$ cat config.mk
export PLATFORM = sky130hd
export DESIGN_NAME = operand_encoder
export DESIGN_NICKNAME = d
export VERILOG_FILES = /design/src/rtl/operand_encoder.sv
export SDC_FILE = /design/constraint.sdc
export NUM_CORES = 1
export LEC_CHECK = 0
export ABC_AREA = 1
export CORE_ASPECT_RATIO = 1.75
export CORE_UTILIZATION = 40
export CTS_CLUSTER_DIAMETER = 50
export DETAILED_ROUTE_END_ITERATION = 10
export GPL_ROUTABILITY_DRIVEN = 0
export MAX_ROUTING_LAYER = met4
export PLACE_DENSITY = 0.57
export SLEW_MARGIN = 20
export SYNTH_ARGS = -nofsm -noshare
export SYNTH_HDL_FRONTEND = slang
export SYNTH_SLANG_ARGS = --single-unit
$ cat constraint.sdc
create_clock -name clk -period 4.2 [get_ports clk]
set_input_delay 0.84 -clock clk [delete_from_list [all_inputs] [get_ports clk]]
set_output_delay 0.84 -clock clk [all_outputs]
set_load 0.005 [all_outputs]
$ cat src/rtl/operand_encoder.sv
// rtl/operand_encoder.sv - encodes a 32-bit constant as an ARM rotated immediate or a branch word offset
// A rotated-immediate request walks rotations 0..15 and stops at the first hit; a branch request is checked on the accept edge.
module operand_encoder (
  input  logic        clk,
  input  logic        reset,
  input  logic        start,
  input  logic        mode,
  input  logic [31:0] value,
  output logic        busy,
  output logic        done,
  output logic        ok,
  output logic [11:0] data12Out,
  output logic [23:0] branchOffset
);

  localparam int ROT_STEPS = 16;
  localparam logic [3:0] LAST_ROT = 4'(ROT_STEPS - 1);

  typedef enum logic [1:0] {IDLE, SEARCH, DONE} state_t;

  state_t      state_q;
  logic [31:0] value_q;
  logic [3:0]  rot_q;
  logic        busy_q;
  logic        done_q;
  logic        ok_q;
  logic [11:0] data12_q;
  logic [23:0] branch_q;

  logic [5:0]  shl_amt;
  logic [5:0]  shr_amt;
  logic [31:0] cand;
  logic        cand_hit;
  logic        br_ok;

  // Rotating left by 2k undoes the ROR the shifter applies, so the low byte is the imm8 candidate.
  always_comb begin
    shl_amt  = {1'b0, rot_q, 1'b0};
    shr_amt  = 6'd32 - shl_amt;
    cand     = (value_q << shl_amt) | (value_q >> shr_amt);
    cand_hit = (cand[31:8] == 24'd0);
  end

  // Word aligned, and bits 31:25 all copies of bit 25 so the offset fits in 24 signed bits.
  assign br_ok = (value[1:0] == 2'b00) && (value[31:25] == {7{value[25]}});

  always_ff @(posedge clk or negedge reset) begin
    if (!reset) begin
      state_q  <= IDLE;
      value_q  <= 32'd0;
      rot_q    <= 4'd0;
      busy_q   <= 1'b0;
      done_q   <= 1'b0;
      ok_q     <= 1'b0;
      data12_q <= 12'd0;
      branch_q <= 24'd0;
    end else begin
      done_q <= 1'b0;
      case (state_q)
        IDLE, DONE: begin
          if (start) begin
            value_q <= value;
            rot_q   <= 4'd0;
            if (!mode) begin
              ok_q    <= 1'b0;
              busy_q  <= 1'b1;
              state_q <= SEARCH;
            end else begin
              ok_q     <= br_ok;
              branch_q <= br_ok ? value[25:2] : 24'd0;
              done_q   <= 1'b1;
              busy_q   <= 1'b0;
              state_q  <= DONE;
            end
          end else begin
            busy_q  <= 1'b0;
            state_q <= IDLE;
          end
        end
        SEARCH: begin
          if (cand_hit) begin
            data12_q <= {rot_q, cand[7:0]};
            ok_q     <= 1'b1;
            done_q   <= 1'b1;
            busy_q   <= 1'b0;
            state_q  <= DONE;
          end else if (rot_q == LAST_ROT) begin
            data12_q <= 12'd0;
            ok_q     <= 1'b0;
            done_q   <= 1'b1;
            busy_q   <= 1'b0;
            state_q  <= DONE;
          end else begin
            rot_q <= rot_q + 4'd1;
          end
        end
        default: begin
          busy_q  <= 1'b0;
          state_q <= IDLE;
        end
      endcase
    end
  end

  assign busy         = busy_q;
  assign done         = done_q;
  assign ok           = ok_q;
  assign data12Out    = data12_q;
  assign branchOffset = branch_q;

endmodule

Yosys cells after proc, flatten, opt, wreduce, memory -nomap -nowiden. Index checks and enable logic that the tools add are counted.

Register bits: 77. Input bits: 36. Output and inout port bits: 39. Word-level logic and storage cells: 59.

Add/sub/neg operators: 2. Equality and inequality tests: 8. Shift operators: 2. Multiplexer cells: 26. Bitwise logic cells: 1. Reduce and logical (&&, ||, !) cells: 12.

Operator list (number): OR 32 bit (1); << shifter 32 x 5 -> 32 bit (1); >> shifter 32 x 6 -> 32 bit (1); logical NOT 24 bit (1); 2-to-1 mux 12 bit (2); 2-to-1 mux 24 bit (1); 2-to-1 mux 4 bit (3); 2-to-1 mux 1 bit (11); 2-to-1 mux 2 bit (4); case mux 4 bit (2 select lines) (1); == test 6 bit (1); != test 2 bit, second input constant (3); case mux 1 bit (2 select lines) (3); AND reduction 3 bit (2); subtractor 6 x 5 -> 6 bit, first input constant (1); adder 4 x 1 -> 4 bit, second input constant (1); == test 4 bit, second input constant (1); logical NOT 2 bit (2); case mux 2 bit (2 select lines) (1); AND reduction 2 bit (2); AND reduction 4 bit (1); nonzero test 2 bit (2); != test 3 bit, second input constant (1); == test 2 x 1 -> 1 bit, second input constant (1); 3 further kinds (3).

Depth between registers and ports, before layout. Gate-level depths: netlist of run 1.

Word-level depth: 6. Mapped depth: 22.

Least setup slack after synthesis of run 1. Ideal clock, no wire load.

Path type: flip-flop to flip-flop. Start point: register rot_q[1]. End point: register data12_q[11] (netlist: data12Out[11]). Library setup time: 129 ps. Arrival time: 2506 ps. Required time: 4071 ps. Path slack: 1564 ps. Stages on the path, launching flop included: 21. Path buffers: 4. Period minus slack after synthesis: 2636 ps. Cells stage by stage: dfrtp_1 -> inv_2 -> buf_2 -> ha_1 -> buf_2 -> inv_2 -> buf_2 -> nand3_1 -> nand2_1 -> nand2_1 -> nor2_1 -> nand2_1 -> a21oi_1 -> nor2_1 -> nor2_2 -> nand3_2 -> nand2_2 -> nand2_4 -> buf_6 -> nand2_2 -> o21ai_2.

Cells in the longest elaborated chain, start to end: 6. Elaborated cells on any way between the ends: 9. Those cells by class: add/sub (1); eq/ne (1); shift (2); mux (1); bitwise (1); reduce/logical (3).

RTL lines: start, declared (RTL line 23) `logic [3:0] rot_q;`; start signal, assigned (RTL line 94) `rot_q <= rot_q + 4'd1;`; subtractor 6 x 5 -> 6 bit (RTL line 39) `shr_amt = 6'd32 - shl_amt;`; >> shifter 32 x 6 -> 32 bit (RTL line 40) `cand = (value_q << shl_amt) | (value_q >> shr_amt);`; OR 32 bit (RTL line 40); logical NOT 24 bit (RTL line 41) `cand_hit = (cand[31:8] == 24'd0);`; nonzero test 2 bit (no line); AND reduction 2 bit (no line); end signal, assigned (RTL line 82) `data12_q <= {rot_q, cand[7:0]};`; end, declared (RTL line 27) `logic [11:0] data12_q;`.

Several ways; a longest one is shown, not always the timed one. A chain may end at the register's enable or synchronous reset.

Worst setup path in the final report of run 1.
Start point: register rot_q[0]. End point: register data12_q[7] (netlist: data12Out[7]).

Same word-level chain as after synthesis.

==> summary.md, run 1 <==
| Metric | Value |
|---|---|
| Worst Setup End Kind | flop |
| Adder-Cell Fraction of Synth Area | 0.4470% |
| Mapped Cells | 857 |
| Clk pwr share | 15.3% |
| Unrepaired setup endpoints after global routing | false |
| 1st-pass router iterations | 6 |
| Worst slew margin | 48.41% |
| Detailed-route vias per instance | 5.660 |
| Crit path DAT | 3450 ps |
| Starting DRT DRC Count | 457 |
| Post-CTS sizing | 0 |
| Hold EP | data12Out[3] |
| Initial Utilization | 41.40% |
| Worst vdd ir | 362.5 uV |
| Die Wd | 91.43 um |
| Worst r2r src | rot_q[0] |
| IO buf count | 74 |
| Core Box Area | 13520 um2 |
| Static leakage | ~0.0033 uW |
| Crit-path max FO | 36 |
| Footprint of the multi-input gates | roughly 3300 um2 |
| Vias | roughly 6100 |
| Antenna violations before repair | 0 |
| Register area share after synthesis | 34.42% |
| Flop2flop setup slack | approximately 1000 ps |
| Switching share of power | between 50 and 60% |
| Min Hold Slack | 485.9 ps |
| Cell row count | 56 |
| Fin cells | 1081 |
| Htree depth | 3 |
| Total CTS buffers | 9 |
| Placed cell areas | 6361 um2 |
| First-pass GRT wire length | around 30000 um |
| Nets | 940 |
| Most frequent cells in the layout | nand2_1, nand3_1, dfrtp_1 |
| Antenna-violating nets left | 0 |
| # IOs | 75 |
| Net Count, Synth | 895 |
| Setup CP Type | flop to flop |
| Slowest-stage cell, CP | inv_2 |
| Share of cells above drive strength 1 | 9.482% |
| Clk buf depth | 2 |
| R2r endpoint | data12Out[7] |
| Die area | around 14000 um2 |
| Post-synthesis compound-gate area fraction | 10.68% |
| # Post-CTS Setup Buffers | 0 |
| Clk slew on worst S/H paths | 60 ps |
| Worst-Margin Slew | 769.1 ps |
| GRT Total Usage | between 20% and 30% |
| Worst hold stages | 2 |
| DRC | 0 |
| Final critical-path required period | between 3000 and 4000 ps |
| Wirelength per Cell | 17.38 um |
| CTS sink count | 77 |
| Cell mode on critical path | nand2_1 |
| Status | completed |
| Synth Area in XOR/XNOR | 0% |
| Synth Area in Simple Gates | 47.41% |
| Area Overhead vs Synth | 19.16% |
| Distinct cells, synth | 34 |
| Power per cell area | between 800 and 900 nW/um2 |
| Final Cell Area | 6670 um2 |
| Clk Latency, worst-skew pair | 340 ps |
| R2r worst-path depth | 16 |
| Seq pwr share | 20.6% |
| Most common cell after layout, fill and taps aside | nand2_1 |
| Pin count of the biggest net entering global routing | 78 |
| Root Driver | clkbuf_16 |
| Hold Fails Final Rpt | 0 |
| Switch Pwr | 2950 uW |
| Max stage delay on crit path | 430 ps |
| CTS tree | done |
| Worst-path cell chain | inv_6, ha_1, inv_2, nand3_1, nand3_1, nand2_1, nor2_1, nand2_1, inv_1, nand3_1, nand2_1, nand2_1, nor2_2, nand3_2, buf_4, o21ai_2 |
| Syn_area_per_cell | 6.532 um2 |
| Worst path required time | about 4500 ps |
| Worst Hold Launch | data12Out[3] |
| Combinational power share | 64.1% |
| Total wire length | roughly 19000 um |
| Setup TNS | 0 ps |
| Clock skew | 4.636 ps |
| Fill count | about 1400 |
| Vias in the first global route | 5904 |
| Multiplexer area fraction after synthesis | 0% |
| Mapped cell area | between 5000 and 6000 um2 |
| #FFs+latches synth | 77 |
| Inserted Diodes | 0 |
| Internal power | about 2400 uW |
| Dpl cells | roughly 1100 |
| Worst min path class | flop to flop |
| Max_cap viols | 0 |
| Register Area | 1927 um2 |
| Max Freq | 0.3150 GHz |
| HPWL after DPL | between 10000 and 15000 um |
| Yosys warnings | 0 |
| Startpoint Class | flop |
| Die Ht | between 150 and 200 um |
| Final Slew Violations | 0 |
| Hold Buf Count CTS | 0 |
| Final Setup Violations | 0 |
| Combinational family with the most area after synthesis | simple AND/OR/NAND/NOR gates |
| Grt ovf | 0 |
| Post-route clock period utilization | 75.58% |
==> sequential cells by signal, summed over array words and instances, names as in the netlist <==
register,flops
state_q,2
branchOffset,24
rot_q,4
ok,1
data12Out,12
busy,1
value_q,32
done,1
==> cells by family after synthesis <==
kind of cell	after synthesis
DFF	77
AOI/OAI and AO/OA	106
buffers and inverters	81
adders and majority gates	2
and+or+nand+nor	591
==> how the worst max path moves through the flow <==
stage	start	to	slack [ps]	cells past startpoint
floorplan	rot_q[1]	data12Out[11]	1560	20
global placement	value[25]	ok	880	11
detailed placement	value[25]	ok	880	11
CTS	rot_q[0]	data12Out[2]	1050	16
global route	rot_q[0]	data12Out[7]	760	16
finish	rot_q[0]	data12Out[7]	1030	16
==> final cells by class <==
| type | count | share of cell area (%) |
|---|---|---|
| clock buffer | 9 | 3.376 |
| clock inverter | 7 | 1.201 |
| inverter | 31 | 1.857 |
| multi-input combinational | 699 | 49.17 |
| sequential | 77 | 28.89 |
| tap | 174 | 3.264 |
| timing repair buffer | 84 | 12.25 |
==> cell usage after synthesis, drive strengths merged <==
library cell / count / area [um2]
buf: 33 / 206.4
inv: 30 / 120.1
a221oi: 6 / 52.55
a21oi: 6 / 30.03
o21a: 1 / 7.510
clkinv: 1 / 3.750
nor2: 46 / 187.7
ha: 2 / 25.02
nand2: 332 / 1336
and2: 4 / 25.02
nand4: 6 / 37.54
dfrtp: 77 / 1927
clkbuf: 17 / 63.81
o22ai: 2 / 12.51
o21ai: 90 / 488.0
nor3: 3 / 15.01
nor4: 2 / 12.51
nand3b: 2 / 15.01
o211ai: 1 / 7.510
or2: 3 / 18.77
nand3: 193 / 1006
==> through the flow <==
step | setup slack [ps] | utilization [%] | total power, uW
6_report | 1026 | 49.32 | 5362
5_1_grt | 764.4 | 49.32 | 5818
4_1_cts | 1053 | 49.30 | 5305
3_5_place_dp | 884.1 | 47.04 | 4467
3_3_place_gp | 875.6 | 47.04 | 4468
2_1_floorplan | 1565 | - | 3619
==> worst max-delay path: cells and delay by family, from the launching register on <==
family,cells,cell delay [ps]
AND/OR/NAND/NOR,10,1160
AO/OA/AOI/OAI,1,130
adder cells (fa/ha/maj),1,320
flip-flops,1,420
buffers and inverters,4,1060
==> routing by layer <==
layer	share of wire [%]	global-route usage, %
met5	0	-
met4	5.2	15.42
met3	4.2	3.534
met2	50	46.94
met1	41	32.52
==> power by group through the flow <==
stage	Sequential, uW	Clock [uW]	Combinational (uW)
floorplan	1040	0	2580
global placement	1100	0	3360
CTS	1100	834	3370
global route	1130	866	3830
finish	1100	819	3440
detailed placement	1110	0	3360
(Power assumes the default switching activity.)
==> run 2: changes to the inputs <==
==> constraint.sdc (replaced) <==
create_clock -name clk -period 3.2 [get_ports clk]
set_input_delay 0.64 -clock clk [delete_from_list [all_inputs] [get_ports clk]]
set_output_delay 0.64 -clock clk [all_outputs]
set_load 0.005 [all_outputs]
==> run 2 against run 1 <==
Effect of this change: first-iteration DRC count increased by 20%; register-to-register slack got worse by 620 ps; critical path type unchanged; fmax increased by 14%; critical endpoint is now data12Out[3]; worst setup slack got worse by 620 ps; critical path depth unchanged; highest routed layer unchanged; worst hold slack got worse by 200 ps; non-clock buffer count increased by 5; combinational power increased by 34%; clock skew increased by 5.8 ps; global-route usage increased by 0.50 points.
==> summary.md, run 2 (synthesis gave the netlist of run 1 again) <==
| Metric | Value |
|---|---|
| Unrepaired setup endpoints after global routing | false |
| Status | completed |
| Most common cell after layout, fill and taps aside | nand2_1 |
| WP buf/inv | 2 |
| Worst-Margin Slew | between 700 and 800 ps |
| CP delay by family, top | simple AND/OR/NAND/NOR gates |
| # IOs | 75 |
| DRC | 0 |
| Post-route clock period utilization | 87.29% |
| Final Setup Violations | 0 |
| CTS tree | done |
| Cell mode on critical path | nand2_1 |
| Slowest-stage cell, CP | dfrtp_1 |
| Detailed-route vias per instance | around 5.7 |
| 1st-pass router iterations | 6 |
| Clock skew | 10.40 ps |
| Worst Setup End Kind | flop |
| Total wire length | 19130 um |
| Share of cells above drive strength 1 | 9.868% |
| Grt ovf | 0 |
| Vias in the first global route | 6093 |
| Setup CP Type | flop to flop |
| Max stage delay on crit path | between 400 and 500 ps |
| Setup TNS | 0 ps |
| Die area | 14490 um2 |
| Hold Fails Final Rpt | 0 |
| Cell row count | 56 |
| Worst min path class | input pin to async pin |
| HPWL after DPL | 14470 um |
| Top reg by flops | value_q |
| Max Freq | 0.3580 GHz |
| First-pass GRT wire length | 31130 um |
| Final critical-path required period | 2793 ps |
| Wirelength per Cell | 17.62 um |
| IO buf count | 74 |
| Most frequent cells in the layout | nand2_1, nand3_1, dfrtp_1 |
| Vias | around 6200 |
| Static leakage | between 0.003 and 0.004 uW |
| Die Ht | 158.5 um |
| GRT Total Usage | 28.51% |
| Power per cell area | between 1000 and 1500 nW/um2 |
| Worst-path cell chain | inv_6, ha_1, inv_2, nand3_1, nand2_1, nand2_1, nor2_1, nand2_1, a21oi_1, nor2_1, nor2_2, nand3_2, nand2_2, nand2_4, nand2_1, o21ai_2 |
| Pin count of the biggest net entering global routing | 78 |
| Antenna violations before repair | 0 |
| Largest register FFs | 32 |
| Die Wd | 91.43 um |
| Worst vdd ir | 408.1 uV |
| Max_cap viols | 0 |
| Starting DRT DRC Count | 548 |
| Nets | 945 |
| Area Overhead vs Synth | 19.54% |
| Startpoint Class | flop |
| Core Box Area | 13520 um2 |
| Min Hold Slack | 283.9 ps |
| Antenna-violating nets left | 0 |
| Worst slew margin | roughly half |
| Htree depth | 3 |
| Total CTS buffers | 9 |
| # Post-CTS Setup Buffers | 0 |
| Clk buf depth | 2 |
| Post-CTS sizing | 0 |
| Hold Buf Count CTS | 0 |
| Final Slew Violations | 0 |
| Clk slew on worst S/H paths | 60 ps |
| Initial Utilization | 41.40% |
| Worst path required time | 3420 ps |
| CTS sink count | 77 |
| Crit-path max FO | 27 |
| Root Driver | clkbuf_16 |
| Clk Latency, worst-skew pair | ~340 ps |
| Crit path DAT | 3010 ps |
| Inserted Diodes | 0 |
-- run 2: through the flow --
step	area (um2)	util, %	total power [uW]	std cells	setup WS (ps)
final	6691	49.48	7049	1086	406.8
after global routing	6691	49.48	7646	1086	146.4
after CTS	6688	49.45	6969	1086	429.6
after detailed placement	6411	47.41	5967	1070	134.0
after global placement	6411	47.41	5961	1070	214.3
after floorplan	5598	-	4750	857	564.5
-- run 2: cell type report --
| cell class | count | area (um2) |
|---|---|---|
| clock inverters | 5 | 33.78 |
| repair buffers | 89 | 867.1 |
| multi-input cells | 699 | 3279 |
| flip-flops and latches | 77 | 1927 |
| clock buffers | 11 | 242.7 |
| inverters | 31 | 123.9 |
| well taps | 174 | 217.7 |
| fillers | 1418 | 6832 |
-- run 2: final timing paths --
path | cells after the start | slack (ps) | startpoint | to
max | 16 | 410 | rot_q[0] | data12Out[3]
min reg2reg | 2 | 480 | data12Out[0] | data12Out[0]
min in group clk | 2 | 480 | data12Out[0] | data12Out[0]
min | 1 | 280 | reset | value_q[27]
max in group asynchronous | 1 | 2350 | reset | data12Out[11]
max reg2reg | 16 | 410 | rot_q[0] | data12Out[3]
-- run 2: where the power goes --
group          total (uW)  switching (uW)  internal, uW
clock network         975             428           547
logic                4620            3210          1420
registers            1450             250          1200
-- run 2: routing by layer --
layer  vias up  routed length (um)  global-route usage [%]
met5         -                   0                       -
met4         0                 981                   15.19
met3        67                 957                   3.868
met2       270                9649                   49.87
met1      2916                7543                   31.38
li1       2958                   -                       -
